===== config.mk =====
export PLATFORM = sky130hd
export DESIGN_NAME = mole_draw_scheduler
export DESIGN_NICKNAME = d
export VERILOG_FILES = /design/src/rtl/mole_draw_scheduler.sv
export SDC_FILE = /design/constraint.sdc
export NUM_CORES = 1
export LEC_CHECK = 0
export CORE_MARGIN = 2
export CORE_UTILIZATION = 48
export CTS_BUF_LIST = sky130_fd_sc_hd__clkbuf_8
export DETAILED_ROUTE_END_ITERATION = 8
export PLACE_DENSITY = 0.84
export SYNTH_ARGS = -nofsm -noshare
export SYNTH_HDL_FRONTEND = slang
export SYNTH_SLANG_ARGS = --single-unit

===== constraint.sdc =====
create_clock -name clock -period 5.7 [get_ports clock]
set_input_delay 0.855 -clock clock [delete_from_list [all_inputs] [get_ports clock]]
set_output_delay 0.855 -clock clock [all_outputs]
set_load 0.01 [all_outputs]

===== src/rtl/mole_draw_scheduler.sv =====
// Arbitrates the shared vga_adapter pixel port among three mole slots and scans one box per grant.
// Optional full-screen clear on game start / reset release: define MOLE_DRAW_CLEAR_EN.
module mole_draw_scheduler #(
    parameter int         BOX_W      = 8,
    parameter int         BOX_H      = 8,
    parameter int         X0         = 1,
    parameter int         X_STEP     = 8,
    parameter int         Y_TOP      = 33,
    parameter int         SCREEN_W   = 160,
    parameter int         SCREEN_H   = 120,
    parameter logic [2:0] ON_COLOUR  = 3'b100,
    parameter logic [2:0] OFF_COLOUR = 3'b000
) (
    input  logic       clock,
    input  logic       resetn,
    input  logic       game,
    input  logic [2:0] mole,
    output logic [7:0] vga_x,
    output logic [6:0] vga_y,
    output logic [2:0] vga_colour,
    output logic       vga_plot,
    output logic       busy,
    output logic [2:0] drawn
);
    // state   | meaning
    // S_IDLE  | no plotting; arbitrate clear request, then pending slots
    // S_DRAW  | scanning the granted slot's box with the latched colour
    // S_CLEAR | scanning the whole screen with OFF_COLOUR

`ifdef MOLE_DRAW_CLEAR_EN
    localparam bit CLEAR_EN = 1'b1;
    typedef enum logic [1:0] {S_IDLE = 2'd0, S_DRAW = 2'd1, S_CLEAR = 2'd2} state_t;
`else
    localparam bit CLEAR_EN = 1'b0;
    typedef enum logic [1:0] {S_IDLE = 2'd0, S_DRAW = 2'd1} state_t;
`endif

    localparam int CW  = (CLEAR_EN && SCREEN_W > BOX_W) ? SCREEN_W : BOX_W;
    localparam int CH  = (CLEAR_EN && SCREEN_H > BOX_H) ? SCREEN_H : BOX_H;
    localparam int PXW = (CW > 1) ? $clog2(CW) : 1;
    localparam int PYW = (CH > 1) ? $clog2(CH) : 1;

    state_t           state_q, state_d;
    logic [1:0]       slot_q, slot_d;
    logic             val_q, val_d;
    logic [1:0]       last_q, last_d;
    logic [PXW-1:0]   px_q, px_d;
    logic [PYW-1:0]   py_q, py_d;
    logic [7:0]       x_q, x_d;
    logic [6:0]       y_q, y_d;
    logic [2:0]       col_q, col_d;
    logic             plot_q, plot_d;
    logic [2:0]       drawn_q, drawn_d;

    logic [2:0]       target, pending;
    logic [1:0]       cand1, cand2, grant;
    logic             box_px_last, box_py_last;

`ifdef MOLE_DRAW_CLEAR_EN
    logic             game_prev_q, game_prev_d;
    logic             clear_req_q, clear_req_d;
    logic             scr_px_last, scr_py_last;
`endif

    always_comb begin
        target  = mole & {3{game}};
        pending = target ^ drawn_q;
        cand1   = (last_q == 2'd2) ? 2'd0 : last_q + 2'd1;
        cand2   = (cand1 == 2'd2) ? 2'd0 : cand1 + 2'd1;
        grant   = pending[cand1] ? cand1 : (pending[cand2] ? cand2 : last_q);

        box_px_last = (px_q == PXW'(BOX_W - 1));
        box_py_last = (py_q == PYW'(BOX_H - 1));

        state_d = state_q;
        slot_d  = slot_q;
        val_d   = val_q;
        last_d  = last_q;
        px_d    = px_q;
        py_d    = py_q;
        x_d     = x_q;
        y_d     = y_q;
        col_d   = col_q;
        plot_d  = 1'b0;
        drawn_d = drawn_q;

`ifdef MOLE_DRAW_CLEAR_EN
        scr_px_last = (px_q == PXW'(SCREEN_W - 1));
        scr_py_last = (py_q == PYW'(SCREEN_H - 1));
        game_prev_d = game;
        // a rising game edge is remembered until IDLE can act on it
        clear_req_d = clear_req_q | (game & ~game_prev_q);
`endif

        case (state_q)
            S_IDLE: begin
`ifdef MOLE_DRAW_CLEAR_EN
                if (clear_req_d) begin
                    clear_req_d = 1'b0;
                    state_d     = S_CLEAR;
                    px_d        = '0;
                    py_d        = '0;
                    x_d         = 8'd0;
                    y_d         = 7'd0;
                    col_d       = OFF_COLOUR;
                    plot_d      = 1'b1;
                end else
`endif
                if (|pending) begin
                    slot_d  = grant;
                    val_d   = target[grant];
                    last_d  = grant;
                    state_d = S_DRAW;
                    px_d    = '0;
                    py_d    = '0;
                    x_d     = 8'(X0 + int'(grant) * X_STEP);
                    y_d     = 7'(Y_TOP);
                    col_d   = target[grant] ? ON_COLOUR : OFF_COLOUR;
                    plot_d  = 1'b1;
                end
            end
            S_DRAW: begin
                if (box_px_last && box_py_last) begin
                    state_d          = S_IDLE;
                    drawn_d[slot_q]  = val_q;
                end else begin
                    if (box_px_last) begin
                        px_d = '0;
                        py_d = py_q + 1'b1;
                    end else begin
                        px_d = px_q + 1'b1;
                    end
                    x_d    = 8'(X0 + int'(slot_q) * X_STEP + int'(px_d));
                    y_d    = 7'(Y_TOP + int'(py_d));
                    plot_d = 1'b1;
                end
            end
`ifdef MOLE_DRAW_CLEAR_EN
            S_CLEAR: begin
                if (scr_px_last && scr_py_last) begin
                    state_d = S_IDLE;
                    drawn_d = 3'b000;
                end else begin
                    if (scr_px_last) begin
                        px_d = '0;
                        py_d = py_q + 1'b1;
                    end else begin
                        px_d = px_q + 1'b1;
                    end
                    x_d    = 8'(px_d);
                    y_d    = 7'(py_d);
                    plot_d = 1'b1;
                end
            end
`endif
            default: state_d = S_IDLE;
        endcase
    end

    always_ff @(posedge clock) begin
        if (!resetn) begin
            state_q     <= S_IDLE;
            slot_q      <= 2'd0;
            val_q       <= 1'b0;
            last_q      <= 2'd2;
            px_q        <= '0;
            py_q        <= '0;
            x_q         <= 8'd0;
            y_q         <= 7'd0;
            col_q       <= 3'd0;
            plot_q      <= 1'b0;
            drawn_q     <= 3'b000;
`ifdef MOLE_DRAW_CLEAR_EN
            // held high so a game already on at reset doesn't queue a second clear
            game_prev_q <= 1'b1;
            clear_req_q <= 1'b1;
`endif
        end else begin
            state_q     <= state_d;
            slot_q      <= slot_d;
            val_q       <= val_d;
            last_q      <= last_d;
            px_q        <= px_d;
            py_q        <= py_d;
            x_q         <= x_d;
            y_q         <= y_d;
            col_q       <= col_d;
            plot_q      <= plot_d;
            drawn_q     <= drawn_d;
`ifdef MOLE_DRAW_CLEAR_EN
            game_prev_q <= game_prev_d;
            clear_req_q <= clear_req_d;
`endif
        end
    end

    assign vga_x      = x_q;
    assign vga_y      = y_q;
    assign vga_colour = col_q;
    assign vga_plot   = plot_q;
    assign busy       = plot_q;
    assign drawn      = drawn_q;

endmodule


==> results of run 1 <==
[layout by cell type, fill, tap and decap left out, types with 3 or more instances in the layout]
| cell | netlist | routed |
|---|---|---|
| conb_1 | 1 | 6 |
| mux2i_1 | 8 | 8 |
| a21boi_0 | 3 | 3 |
| a21o_1 | 3 | 3 |
| dfxtp_1 | 26 | 26 |
| and2_1 | 3 | 3 |
| nor2_1 | 7 | 7 |
| a32oi_1 | 3 | 3 |
| nand2_1 | 23 | 23 |
| o21ai_1 | 5 | 5 |
| inv_1 | 5 | 5 |
| xnor2_1 | 5 | 5 |
| o21ai_0 | 7 | 7 |
| nor2b_1 | 6 | 6 |
| clkbuf_8 | 0 | 4 |
| clkdlybuf4s50_1 | 0 | 22 |
| nand3_1 | 5 | 5 |
| a22o_1 | 4 | 4 |
| ha_1 | 7 | 7 |
[metrics by stage]
stage                     power, mW  hold WS, ps
after floorplan              0.2579        446.2
after global placement       0.2782        438.3
after detailed placement     0.2792        439.5
after CTS                    0.3942        451.4
after global routing         0.4117        496.9
final                        0.3902        445.7
[logic make-up (layout without fill, tap and decap cells)]
| logic type | after synthesis | after routing | synth area share |
|---|---|---|---|
| xor+xnor | 7 | 7 | 0.04036 |
| compound gates | 45 | 45 | 0.2199 |
| simple gates | 58 | 58 | 0.1952 |
| flops | 26 | 26 | 0.3427 |
| fa+ha+maj | 7 | 7 | 0.05766 |
| buf+inv | 21 | 31 | 0.08154 |
| mux | 9 | 9 | 0.06013 |
| other cells | 1 | 6 | 0.002469 |
[metal layers]
| metal | vias up | global-route usage |
|---|---|---|
| met4 | 0 | 0.08571 |
| li1 | 640 | - |
| met2 | 41 | 0.3137 |
| met3 | 2 | 0.02597 |
| met1 | 595 | 0.2441 |
| met5 | - | 0 |
[how the worst min path moves through the flow]
stage / end / from / slack (ps)
after floorplan: py_q[2]$_SDFFE_PN0P_ / py_q[2]$_SDFFE_PN0P_ / 450
after global placement: vga_x[5]$_SDFFE_PN0P_ / vga_x[5]$_SDFFE_PN0P_ / 440
after detailed placement: vga_x[2]$_SDFFE_PN0P_ / vga_x[2]$_SDFFE_PN0P_ / 440
after CTS: vga_x[2]$_SDFFE_PN0P_ / vga_x[2]$_SDFFE_PN0P_ / 450
after global routing: vga_x[2]$_SDFFE_PN0P_ / vga_x[2]$_SDFFE_PN0P_ / 500
final: vga_x[2]$_SDFFE_PN0P_ / vga_x[2]$_SDFFE_PN0P_ / 450
[sequential cells by signal, summed over array words and instances (netlist names), 2 cells and up]
register and flops:
py_q 3, slot_q 2, vga_y 5, drawn 3
vga_x 6, px_q 3
[synth_stat cells (all sizes together)]
cell    instances  share of area
mux2i           8          0.053
or2             1         0.0041
a22o            4          0.023
a22oi           1         0.0049
o21bai          1         0.0049
a32o            2          0.013
a31oi           1         0.0041
nor2            7          0.017
o21ai          12          0.040
nor3b           1         0.0049
dfxtp          26           0.34
o31ai           1         0.0049
nand2b          2         0.0082
and4bb          1         0.0082
nand2          23          0.057
xor2            2          0.012
buf            14          0.064
o22ai           2         0.0082
ha              7          0.058
nor2b           6          0.025
o211a           2          0.013
a21bo           1         0.0066
a32oi           3          0.017
nor3            2         0.0066
a21oi           1         0.0033
and3            3          0.013
and3b           2          0.012
o221ai          1         0.0058
conb            1         0.0025
nand3           5          0.016
inv             5          0.012
a21boi          4          0.020
o211ai          3          0.018
nand4b          1         0.0058
o2111a          1         0.0074
clkbuf          2         0.0049
mux2            1         0.0074
and2            3          0.012
o21a            2          0.011
nand4           1         0.0041
xnor2           5          0.029
a21o            3          0.015
[power groups by stage]
stage          registers [mW]  clock network, mW  logic [mW]
2_1_floorplan           0.205                  0      0.0532
3_3_place_gp            0.207                  0      0.0715
3_5_place_dp            0.207                  0      0.0725
4_1_cts                 0.202              0.118      0.0734
5_1_grt                 0.204              0.126      0.0814
6_report                0.202              0.115      0.0732
[worst max-delay path: cells and delay by family]
| kind | cells | cell delay (ps) |
|---|---|---|
| AO/OA/AOI/OAI | 3 | 840 |
| buffers and inverters | 1 | 630 |
| AND/OR/NAND/NOR | 2 | 430 |
[cell type report]
class,instances,area [µm²]
Clock buffer,4,55.05
Fill cell,278,1265
Inverter,5,18.77
Multi-Input combinational cell,132,893.4
Sequential cell,26,520.5
Tap cell,44,55.05
Timing Repair Buffer,22,220.2
==> impl_metrics.json, run 1 <==
{
  "r2r-end": "vga_x[4]$_SDFFE_PN0P_",
  "arrival_ps": 2750,
  "post_drt_wl_per_cell_um": 13.18,
  "die_w_um": 60.26,
  "clock-sinks": 26,
  "wl_mm": 3.072,
  "cts_buffers": 3,
  "r2r_cells": 9,
  "synth-seq-area-share": 0.3427,
  "leakage_nw": 0.7606,
  "via_count": 1278,
  "syn-cell-area_um2": 1519,
  "final_nets": 203,
  "clk_pin_slew_worst_paths_ps": 80,
  "antennaDiodeCount": 0,
  "cts-htree-levels": 1,
  "min_path_type": "flip-flop to flip-flop",
  "endpoint_kind": "flip-flop",
  "fp.coreArea_um2": 3028,
  "ys_ff_latch": 26,
  "seq_power_share": 0.519,
  "cpPeakStageDelay_ps": 630,
  "final_cells": 233,
  "grt_pass1_wl_mm": 5.319,
  "postCtsResizedCells": 0,
  "rsz0062_at_grt": "false",
  "clk_latency_ps": 260,
  "final_util": 0.5822,
  "chipHeight_um": 60.26,
  "cts-root-buf": "clkbuf_8",
  "numPortBuffers": 22,
  "syn_avg_cell_area_um2": 8.730,
  "top_layer_used": "met4",
  "maxCapViolations": 0,
  "drv_slew": 0,
  "skew_ps": 1.369,
  "wl_met2_mm": 1.448,
  "finalCriticalPeriod_ps": 2562,
  "drive_gt1_frac": 0.04762,
  "synth-warning-count": 0,
  "antenna_found_initial": 0,
  "cts_tree": "done",
  "grt_max_degree": 22,
  "crit_fanout": 9,
  "path_class": "input pin to flip-flop",
  "detailedPlace.worstSlack_ps": 2911,
  "drt_iter0_markers": 87,
  "p_switching_mw": 0.1016,
  "dp_hpwl_mm": 2.208,
  "rows": 20,
  "holdPathStages": 2,
  "relSlewSlack": 0.5457,
  "cp_data_required_time_ps": 5890,
  "num_io_pins": 29,
  "fin_area_um2": 1763,
  "path_cells": "clkdlybuf4s50_1 > and4bb_1 > a22o_1 > o211ai_2 > nand2_1 > o22ai_1",
  "ys_types": 51,
  "wl_met1_mm": 1.431,
  "synthCells": 174,
  "period_share": 0.4494,
  "cts_hold_buf": 0,
  "start_kind": "input pin",
  "first_pass_iters": 4,
  "r2r_start": "px_q[0]$_SDFFE_PN0P_",
  "tightest_slew_ps": 679.3,
  "ant_nets": 0,
  "cpMaxStageDelayCell": "clkdlybuf4s50_1",
  "fmax_mhz": 390.4,
  "post-place-cells": 229,
  "sw_frac_of_total": 0.2602,
  "start_util": 0.5017,
  "gp_congestion": 0.8348,
  "grt_pass1_vias": 1204,
  "regToRegSetupSlack_ps": 3730,
  "share_comb_of_total_power": 0.188,
  "track_usage": 0.1901,
  "cts_setup_buffers": 0,
  "die_area_um2": 3631,
  "hold_violations": 0,
  "dpl-instance-area_um2": 1708,
  "fin_tns_setup_ps": 0,
  "finalSetupViolations": 0,
  "viasPerCell": 5.485,
  "power_density_nw_per_um2": 221.4,
  "p_int_mw": 0.2887,
  "crit_path_end": "vga_x[3]$_SDFFE_PN0P_",
  "status": "finished, final reports clean",
  "layout_setup_ws_ps": 3138,
  "drc_errors": 0,
  "clock_path_buffers": 2,
  "crit_start": "mole[0]",
  "area_growth_pct": 16.06,
  "dr_wl_met3_um": 175,
  "vdd_drop_max_mv": 0.1981,
  "grt.overflow.total": 0,
  "power_frac_clock": 0.294
}
Note: power is estimated with default switching activity, not from simulation.
==> run 2: changes to the inputs <==
--- a/config.mk
+++ b/config.mk
@@ -9,7 +9,7 @@
 export CORE_UTILIZATION = 48
 export CTS_BUF_LIST = sky130_fd_sc_hd__clkbuf_8
 export DETAILED_ROUTE_END_ITERATION = 8
-export PLACE_DENSITY = 0.84
+export PLACE_DENSITY = 0.87
 export SYNTH_ARGS = -nofsm -noshare
 export SYNTH_HDL_FRONTEND = slang
 export SYNTH_SLANG_ARGS = --single-unit
==> constraint.sdc (replaced) <==
create_clock -name clock -period 2.2 [get_ports clock]
set_input_delay 0.33 -clock clock [delete_from_list [all_inputs] [get_ports clock]]
set_output_delay 0.33 -clock clock [all_outputs]
set_load 0.01 [all_outputs]
==> run 2 against run 1 <==
Against the previous run:
- sequential share of layout area fell by 0.74 points
- routed wire length fell by 0.20%
- global-route usage fell by 0.15 points
- sequential cell count did not move
- sequential power rose to 2.6 times the previous value
- clock power rose to 2.7 times the previous value
- non-clock buffer count rose by 6
- register-to-register slack got worse by 3400 ps
- critical path type is now flip-flop to flip-flop
- highest routed layer unchanged
==> impl_metrics.json, run 2 (synthesis gave the netlist of run 1 again) <==
{
  "final_util": 0.5971,
  "ant_nets": 0,
  "wl_mm": 3.066,
  "seq_power_share": 0.507,
  "post_drt_wl_per_cell_um": 12.83,
  "drive_gt1_frac": 0.07692,
  "area_growth_pct": 19.03,
  "rsz0062_at_grt": "false",
  "start_kind": "flip-flop",
  "drt_iter0_markers": 47,
  "p_int_mw": 0.7568,
  "cts_buffers": 3,
  "first_pass_iters": 4,
  "clock_path_buffers": 2,
  "power_frac_clock": 0.299,
  "via_count": 1258,
  "final_common_cell": "dfxtp_1",
  "gp_congestion": 0.8989,
  "dpl-instance-area_um2": 1753,
  "status": "finished, final reports clean",
  "numPortBuffers": 22,
  "fin_area_um2": 1808,
  "cts-htree-levels": 1,
  "final_cell_mix": "26 x dfxtp_1, 23 x nand2_1, 22 x clkdlybuf4s50_1",
  "skew_ps": 2.400,
  "sw_frac_of_total": 0.2661,
  "die_w_um": 60.26,
  "final_nets": 209,
  "crit_fanout": 6,
  "grt_pass1_wl_mm": 5.085,
  "track_usage": 0.1886,
  "maxCapViolations": 0,
  "grt_max_degree": 15,
  "fill_cells": 277,
  "viasPerCell": 5.264,
  "arrival_ps": 2070,
  "p_switching_mw": 0.2744,
  "power_density_nw_per_um2": 570.4,
  "num_io_pins": 29,
  "grt.overflow.total": 0,
  "largest_reg_flops": 6,
  "finalCriticalPeriod_ps": 1893,
  "fmax_mhz": 528.3,
  "rows": 20,
  "period_share": 0.8604,
  "clock-sinks": 26,
  "antennaDiodeCount": 0,
  "clk_pin_slew_worst_paths_ps": 90,
  "vdd_drop_max_mv": 0.3275,
  "postCtsResizedCells": 0,
  "drv_slew": 0,
  "cts_setup_buffers": 0,
  "r2r_start": "px_q[1]$_SDFFE_PN0P_",
  "chipHeight_um": 60.26,
  "drc_errors": 0,
  "start_util": 0.5017,
  "antenna_found_initial": 0,
  "regToRegSetupSlack_ps": 310,
  "fin_hold_ws_ps": 454.0,
  "path_class": "flip-flop to flip-flop",
  "cts_hold_buf": 0,
  "grt_pass1_vias": 1198,
  "share_comb_of_total_power": 0.195,
  "clk_latency_ps": 270,
  "crit_start": "px_q[1]$_SDFFE_PN0P_",
  "fin_tns_setup_ps": 0,
  "dp_hpwl_mm": 2.247,
  "fp.coreArea_um2": 3028,
  "crit_path_end": "vga_y[2]$_SDFFE_PN0P_",
  "r2r-end": "vga_y[2]$_SDFFE_PN0P_",
  "finalSetupViolations": 0,
  "cts_tree": "done",
  "hold_violations": 0,
  "die_area_um2": 3631,
  "cp_data_required_time_ps": 2370,
  "cts-root-buf": "clkbuf_8",
  "endpoint_kind": "flip-flop",
  "leakage_nw": 0.7902,
  "r2r_cells": 6,
  "min_path_type": "flip-flop to flip-flop"
}
run 2: cell count changes in the layout (fill, tap and decap cells not counted), sizes merged:
cell | before | now
buf | 0 | 6
run 2: worst max-delay path, cell delays in order, from the launching register on:
cell     delay (ps)
dfxtp_1         390
ha_1            200
ha_1            320
mux2_2          390
ha_1            190
xnor2_1         120
a22o_1          180
run 2: worst min-delay path by stage:
stage | from | end | slack [ps] | depth (start not counted)
2_1_floorplan | py_q[2]$_SDFFE_PN0P_ | py_q[2]$_SDFFE_PN0P_ | 450 | 2
3_3_place_gp | vga_x[5]$_SDFFE_PN0P_ | vga_x[5]$_SDFFE_PN0P_ | 440 | 2
5_1_grt | vga_x[2]$_SDFFE_PN0P_ | vga_x[2]$_SDFFE_PN0P_ | 490 | 2
3_5_place_dp | vga_x[2]$_SDFFE_PN0P_ | vga_x[2]$_SDFFE_PN0P_ | 440 | 2
6_report | vga_x[2]$_SDFFE_PN0P_ | vga_x[2]$_SDFFE_PN0P_ | 450 | 2
4_1_cts | vga_x[2]$_SDFFE_PN0P_ | vga_x[2]$_SDFFE_PN0P_ | 460 | 2
run 2: layer usage:
metal	vias up	wire length [µm]	global-route usage
met4	0	56	0.09524
met2	26	1348	0.3075
met5	-	0	0
li1	649	-	-
met3	5	101	0.01948
met1	578	1559	0.2457
run 2: final cells by class:
cell class              instances  area, µm²  share of cell area
multi-input cells             132      893.4              0.4941
flip-flops and latches         26      520.5              0.2879
repair buffers                 28      265.3              0.1467
clock buffers                   4      55.05             0.03045
well taps                      44      55.05             0.03045
inverters                       5      18.77             0.01038
run 2: power by group through the flow:
stage | clock network (mW) | logic (mW) | registers, mW
2_1_floorplan | 0 | 0.138 | 0.530
4_1_cts | 0.313 | 0.201 | 0.523
6_report | 0.308 | 0.201 | 0.522
5_1_grt | 0.329 | 0.222 | 0.526
3_5_place_dp | 0 | 0.200 | 0.533
3_3_place_gp | 0 | 0.198 | 0.534
run 2: per-stage QoR:
step | worst slack [ps] | total power [mW] | std cells
floorplan | 393.6 | 0.6682 | 179
global placement | 65.30 | 0.7322 | 235
detailed placement | 56.13 | 0.7327 | 235
CTS | 302.1 | 1.037 | 239
global route | 147.3 | 1.078 | 239
finish | 307.1 | 1.031 | 239
